### config.mk
export PLATFORM = sky130hd
export DESIGN_NAME = si_dac_mc
export DESIGN_NICKNAME = d
export VERILOG_FILES = /design/src/rtl/si_dac_pkg.sv /design/src/rtl/si_dac_shift.sv /design/src/rtl/si_dac_mc.sv
export SDC_FILE = /design/constraint.sdc
export NUM_CORES = 1
export LEC_CHECK = 0
export CAP_MARGIN = 20
export CELL_PAD_IN_SITES_DETAIL_PLACEMENT = 0
export CELL_PAD_IN_SITES_GLOBAL_PLACEMENT = 1
export CORE_ASPECT_RATIO = 1.75
export CORE_MARGIN = 5
export CORE_UTILIZATION = 34
export CTS_CLUSTER_DIAMETER = 100
export DETAILED_ROUTE_END_ITERATION = 16
export PLACE_DENSITY = 0.87
export SLEW_MARGIN = 10
export SYNTH_ARGS = -nofsm -noshare
export SYNTH_HDL_FRONTEND = slang
export SYNTH_SLANG_ARGS = --single-unit
### constraint.sdc
create_clock -name clk -period 1.85 [get_ports clk]
set_input_delay 0.2775 -clock clk [delete_from_list [all_inputs] [get_ports clk]]
set_output_delay 0.2775 -clock clk [all_outputs]
set_load 0.01 [all_outputs]
### src/rtl/si_dac_pkg.sv
// Shared types and helpers for the multi-channel serial-input DAC.
package si_dac_pkg;

    typedef enum logic [1:0] {
        ST_IDLE  = 2'd0,
        ST_SHIFT = 2'd1,
        ST_ARMED = 2'd2
    } state_e;

    // Serial frame length: address field followed by data field.
    function automatic int unsigned frame_len(input int unsigned addr_w, input int unsigned width);
        return addr_w + width;
    endfunction

    // Bit counter width: must hold 0..FRAME+1 (FRAME+1 marks an overrun).
    function automatic int unsigned cnt_width(input int unsigned addr_w, input int unsigned width);
        return $clog2(addr_w + width + 2);
    endfunction

    // All-ones channel address selects every channel.
    function automatic int unsigned bcast_addr(input int unsigned addr_w);
        return (1 << addr_w) - 1;
    endfunction

    // Ideal DAC transfer: VREF * code / 2**WIDTH.
    function automatic real code_to_volts(input real vref, input int unsigned code,
                                          input int unsigned width);
        return vref * real'(code) / (2.0 ** width);
    endfunction

endpackage

### src/rtl/si_dac_shift.sv
// Serial frame shift register with saturating bit counter.
module si_dac_shift
    import si_dac_pkg::*;
#(
    parameter int unsigned WIDTH  = 12,
    parameter int unsigned ADDR_W = 3
) (
    input  logic                                 clk,
    input  logic                                 rst,
    input  logic                                 start,
    input  logic                                 shift,
    input  logic                                 clear,
    input  logic                                 si,
    output logic [ADDR_W-1:0]                    addr,
    output logic [WIDTH-1:0]                     data,
    output logic [cnt_width(ADDR_W, WIDTH)-1:0]  count
);

    localparam int unsigned   FRAME   = frame_len(ADDR_W, WIDTH);
    localparam int unsigned   CW      = cnt_width(ADDR_W, WIDTH);
    localparam logic [CW-1:0] CNT_MAX = CW'(FRAME + 1);

    logic [FRAME-1:0] sr_q, sr_d;
    logic [CW-1:0]    cnt_q, cnt_d;

    // Next shift-register contents and bit count.
    always_comb begin
        sr_d  = sr_q;
        cnt_d = cnt_q;
        if (clear) begin
            sr_d  = '0;
            cnt_d = '0;
        end else if (start) begin
            sr_d  = {{(FRAME-1){1'b0}}, si};
            cnt_d = CW'(1);
        end else if (shift) begin
            sr_d = {sr_q[FRAME-2:0], si};
            if (cnt_q != CNT_MAX) begin
                cnt_d = cnt_q + CW'(1);
            end
        end
    end

    // State registers with synchronous reset.
    always_ff @(posedge clk) begin
        if (rst) begin
            sr_q  <= '0;
            cnt_q <= '0;
        end else begin
            sr_q  <= sr_d;
            cnt_q <= cnt_d;
        end
    end

    assign addr  = sr_q[FRAME-1 -: ADDR_W];
    assign data  = sr_q[WIDTH-1:0];
    assign count = cnt_q;

endmodule

### src/rtl/si_dac_mc.sv
// Multi-channel serial-input DAC: address+data frames shifted in under SI_en,
// committed on soc to per-channel input registers, then to dac_code either
// immediately (MODE=0) or on the update strobe (MODE=1).
// Optional analog monitor output enabled by macro SI_DAC_MC_AOUT_EN.
module si_dac_mc
    import si_dac_pkg::*;
#(
    parameter int unsigned WIDTH  = 12,
    parameter int unsigned NCH    = 4,
    parameter int unsigned ADDR_W = 3,
    parameter int unsigned MODE   = 0
`ifdef SI_DAC_MC_AOUT_EN
    ,
    parameter real         VREF   = 5.0
`endif
) (
    input  logic                   clk,
    input  logic                   rst,
    input  logic                   SI,
    input  logic                   SI_en,
    input  logic                   soc,
    input  logic                   update,
`ifdef SI_DAC_MC_AOUT_EN
    input  logic [ADDR_W-1:0]      mon_sel,
    output real                    A_out,
`endif
    output logic [NCH*WIDTH-1:0]   dac_code,
    output logic                   busy,
    output logic                   frame_done,
    output logic                   frame_err
);

    localparam int unsigned       FRAME     = frame_len(ADDR_W, WIDTH);
    localparam int unsigned       CW        = cnt_width(ADDR_W, WIDTH);
    localparam logic [CW-1:0]     FRAME_CNT = CW'(FRAME);
    localparam logic [ADDR_W-1:0] BCAST     = ADDR_W'(bcast_addr(ADDR_W));

    state_e                 state_q, state_d;
    logic [NCH*WIDTH-1:0]   in_q, in_d;
    logic [NCH*WIDTH-1:0]   code_q, code_d;
    logic                   done_q, done_d;
    logic                   err_q, err_d;

    logic                   sh_start, sh_shift, sh_clear;
    logic [ADDR_W-1:0]      sh_addr;
    logic [WIDTH-1:0]       sh_data;
    logic [CW-1:0]          sh_count;
    logic                   addr_ok;

    si_dac_shift #(
        .WIDTH  (WIDTH),
        .ADDR_W (ADDR_W)
    ) u_shift (
        .clk   (clk),
        .rst   (rst),
        .start (sh_start),
        .shift (sh_shift),
        .clear (sh_clear),
        .si    (SI),
        .addr  (sh_addr),
        .data  (sh_data),
        .count (sh_count)
    );

    assign addr_ok = (32'(sh_addr) < NCH) || (sh_addr == BCAST);

    // Frame FSM, commit check and DAC code update.
    always_comb begin
        state_d  = state_q;
        in_d     = in_q;
        code_d   = code_q;
        done_d   = 1'b0;
        err_d    = err_q;
        sh_start = 1'b0;
        sh_shift = 1'b0;
        sh_clear = 1'b0;
        case (state_q)
            ST_IDLE: begin
                if (SI_en) begin
                    sh_start = 1'b1;
                    state_d  = ST_SHIFT;
                end
            end
            ST_SHIFT: begin
                if (soc) begin
                    err_d    = 1'b1;
                    sh_clear = 1'b1;
                    state_d  = ST_IDLE;
                end else if (SI_en) begin
                    sh_shift = 1'b1;
                end else begin
                    state_d = ST_ARMED;
                end
            end
            ST_ARMED: begin
                if (soc) begin
                    sh_clear = 1'b1;
                    state_d  = ST_IDLE;
                    if ((sh_count == FRAME_CNT) && addr_ok) begin
                        for (int unsigned k = 0; k < NCH; k++) begin
                            if ((sh_addr == BCAST) || (sh_addr == ADDR_W'(k))) begin
                                in_d[k*WIDTH +: WIDTH] = sh_data;
                            end
                        end
                        done_d = 1'b1;
                        err_d  = 1'b0;
                    end else begin
                        err_d = 1'b1;
                    end
                end else if (SI_en) begin
                    sh_start = 1'b1;
                    state_d  = ST_SHIFT;
                end
            end
            default: state_d = ST_IDLE;
        endcase

        // Buffered mode copies the pre-commit input registers on update.
        if (MODE == 0) begin
            code_d = in_d;
        end else if (update) begin
            code_d = in_q;
        end
    end

    // State registers with synchronous reset.
    always_ff @(posedge clk) begin
        if (rst) begin
            state_q <= ST_IDLE;
            in_q    <= '0;
            code_q  <= '0;
            done_q  <= 1'b0;
            err_q   <= 1'b0;
        end else begin
            state_q <= state_d;
            in_q    <= in_d;
            code_q  <= code_d;
            done_q  <= done_d;
            err_q   <= err_d;
        end
    end

    assign dac_code   = code_q;
    assign busy       = (state_q != ST_IDLE);
    assign frame_done = done_q;
    assign frame_err  = err_q;

`ifdef SI_DAC_MC_AOUT_EN
    logic [WIDTH-1:0] mon_code;
    logic             mon_hit;

    // Analog model of the monitored channel.
    always_comb begin
        mon_code = '0;
        mon_hit  = 1'b0;
        for (int unsigned k = 0; k < NCH; k++) begin
            if (mon_sel == ADDR_W'(k)) begin
                mon_code = code_q[k*WIDTH +: WIDTH];
                mon_hit  = 1'b1;
            end
        end
        A_out = 0.0;
        if (!rst && mon_hit) begin
            A_out = code_to_volts(VREF, 32'(mon_code), WIDTH);
        end
    end
`endif

endmodule

==> out/results.md <==
| Metric | This run | Unit |
| --- | --- | --- |
| Number of flops mapped to enable cells by yosys | 0 | - |
| Clock insertion delay at the later pin of the skew report | 0.33 | ns |
| Number of remaining DRC errors | 0 | - |
| Number of distinct library cell variants in the gate-level netlist after synthesis | 37 | - |
| CTS tree | done | - |
| Hpwl dp | 4990 | um |
| Area of the die | 10500 | um2 |
| H-tree level count | 3 | - |
| Final number of hold-violating endpoints | 0 | - |
| Placed cell count | 480 | - |
| Worst reg2reg path depth | 8 | - |
| Area inside the core boundary | 8260 | um2 |
| Leading area contributor after synthesis | dfxtp_1 | - |
| Setup violation total in the final timing report | 0 | - |
| Yosys warning count | 0 | - |
| Part of the power in combinational logic | 4.9 | % |
| Final design instance area without fill | 3840 | um2 |
| Share of synthesized area occupied by flip-flops and latches | 50.2 | % |
| Count of filler cells inserted in the layout | 837 | - |
| DIE HEIGHT | 132 | um |
| Synth-to-layout area growth | 33.8 | % |
| Number of synthesized register bits | 72 | - |
| Normalized max-slew margin | 65.8 | % |
| CP arrival | 1.92 | ns |
| Layout Utilization | 46.5 | % |
| Syn Inst Count | 340 | - |
| Final-report max-slew violation count | 0 | - |
| Crit share post-route | 93.5 | % |
| Startpoint of the lowest-slack hold path | dac_code[13] | - |
| TritonCTS Sinks | 72 | - |
| IO buf count | 55 | - |
| Detailed-router iteration count before antenna repair | 4 | - |
| Capturing element type of the critical path | flip-flop | - |
| Non-filler cells in the finished layout | 497 | - |
| Power per unit of standard cell area | 850 | nW/um2 |
| Part of the total power dissipated in sequential elements | 48.4 | % |
| Syn Std Cell Area | 2870 | um2 |
| Hold endpoint | dac_code[13] | - |
| Commonest cells after routing, fill and taps aside | 105 x nand2_1, 69 x dfxtp_1, 55 x a21oi_1, 54 x clkdlybuf4s50_1, 18 x nor2_1 | - |
| Final net count | 414 | - |
| End of the worst register-to-register path | dac_code[24] | - |
| Commonest register cell after synthesis | dfxtp_1 | - |
| Share of total power in the clock network | 46.7 | % |
| Routability cong. | 0.772 | - |
| Post-Route WL | 6850 | um |
| Crit Reg-Reg Startpoint | u_shift.count[0] | - |
| Largest fanout on the critical path | 12 | - |
| CTS hold repair buffers | 0 | - |
| Residual overflow from global routing | 0 | - |
| Largest cells by area after synthesis | dfxtp_1 50%, nand2_1 14%, a21oi_1 9.6% | - |
| Worst hold path type | flip-flop to flip-flop | - |
| Number of global-route vias before repair | 2181 | - |
| Crit path required time | 2.04 | ns |
| Fraction of final layout cells sized beyond drive strength 1 | 10.1 | % |
| Number of nets produced by synthesis | 354 | - |
| Number of antenna repair diodes | 0 | - |
| Net switching share of the total power | 21.2 | % |
| Most common library cell in the layout ignoring fill and taps | nand2_1 | - |
| Antenna violations before repair | 0 | - |
| Type of element launching the critical path | flip-flop | - |
| Cell Rows | 44 | - |
| Sum of negative setup slack | 0 | ns |
| Max Freq | 578 | MHz |
| Yosys top cell area share | 50.2 | % |
| Overall track demand over capacity in global routing | 13.8 | % |
| Routed via count divided by cell count | 4.86 | - |
| Vias post-DR | 2414 | - |
| Worst setup path category | flip-flop to flip-flop | - |
| Worst hold margin | 0.451 | ns |
| Average footprint of a synthesized cell | 8.44 | um2 |
| Boundary Pins | 57 | - |
| Worst hold path stage count | 2 | - |
| Effective utilization at floorplan | 34.8 | % |
| CTS Buf Count | 9 | - |
| Routed Antenna Nets | 0 | - |
| Internal cell power | 2.57 | mW |
| CTS root buf | clkbuf_16 | - |
| Clock period minus final worst setup slack | 1.73 | ns |
| Iteration-0 DRC Markers | 98 | - |
| Global-route wire length before repair | 11100 | um |
| Net switching power figure | 693 | uW |
| Standby leakage power | 1.31 | nW |
| Worst Setup Slack post-DPL | -0.103 | ns |
| Maximum number of pins on one net before global-route repair | 52 | - |
| Slack of the worst reg-to-reg path | 0.12 | ns |
| Transition time of the tightest slew-check pin | 0.512 | ns |
| Standard cell area after detailed placement | 3540 | um2 |
| Clk buf depth | 2 | - |
| Max-capacitance violation count | 0 | - |
| Worst voltage drop across the vdd grid | 450 | uV |
| Worst-case setup margin in the final layout | 0.120 | ns |
| Clock transition at the registers of the reported paths | 0.06 | ns |
| Share of flip-flops with an asynchronous set or reset after synthesis | 0 | % |
| Clock Skews | 0.00555 | ns |
| Overall Power | 3.26 | mW |
| Die X | 79.5 | um |
| Outcome | completed | - |
| Routed WL per cell | 13.8 | um |
==> flip-flops by register name, indices dropped and copies added, names as in the netlist <==
| signal | cells |
|---|---|
| state_q | 2 |
| dac_code | 48 |
| frame_err | 1 |
| u_shift.sr_q | 15 |
| u_shift.count | 5 |
| frame_done | 1 |
==> repair_timing <==
item / CTS / global route
gates cloned: 0 / 0
setup endpoints to repair: 1 / 47
setup buffers: 0 / 1
gates resized for setup: 4 / 7
==> metal layers <==
metal	wire length, um	GRT usage (%)	share of wire, %
met2	3700	23.5	54
met4	200	6.98	2.9
met1	2720	15.3	40
met5	0	0	0
met3	228	3.63	3.3
==> how the worst max path moves through the flow <==
stage / from / to / slack, ns / cells past startpoint
after global placement: soc / u_shift.sr_q[14] / -0.005 / 6
after global routing: u_shift.count[0] / dac_code[39] / -0.03 / 9
after CTS: u_shift.count[1] / dac_code[36] / 0.07 / 9
after floorplan: u_shift.count[0] / dac_code[15] / 0.11 / 8
final: u_shift.count[0] / dac_code[24] / 0.12 / 8
after detailed placement: soc / u_shift.sr_q[1] / -0.10 / 6
==> final cells by class <==
class	count	area, um2	share of cell area, %
Clock buffer	12	246	6.42
Clock inverter	4	20.0	0.521
Inverter	7	26.3	0.684
Multi-Input combinational cell	238	1270	33.0
Sequential cell	72	1450	37.6
Tap cell	92	115	3.00
Timing Repair Buffer	72	718	18.7
==> cells in the mapped netlist, drive strengths merged, types with 3 or more instances <==
library cell  instances
dfxtp                72
nor2                 18
xnor2                 3
nand2b                3
nand2               105
clkbuf               11
o21ai                 3
mux2i                13
a21oi                56
ha                    8
buf                  11
and3                  4
inv                   7
nand3                 6
==> cell families after synthesis <==
family,Yosys count,share of synthesized area (%)
flops,72,50.2
xor+xnor,4,1.22
compound gates,68,13.3
buf+inv,30,6.10
fa+ha+maj,8,3.49
simple gates,145,21.2
mux,13,4.53
==> power by group through the flow <==
stage	sequential (mW)	combinational [mW]	clock (mW)
after floorplan	1.61	0.101	0
after global placement	1.61	0.154	0
after detailed placement	1.61	0.158	0
after CTS	1.58	0.158	1.56
after global routing	1.58	0.178	1.64
final	1.58	0.160	1.53
==> worst max-delay path, cell delays in order (launching register included) <==
cell and delay [ns]:
dfxtp_1 0.32, ha_1 0.20, and3_1 0.19, ha_2 0.19, and3_2 0.23, and3_1 0.20
buf_12 0.14, nand2_1 0.06, a21oi_1 0.06
Note: power is estimated with default switching activity, not from simulation.
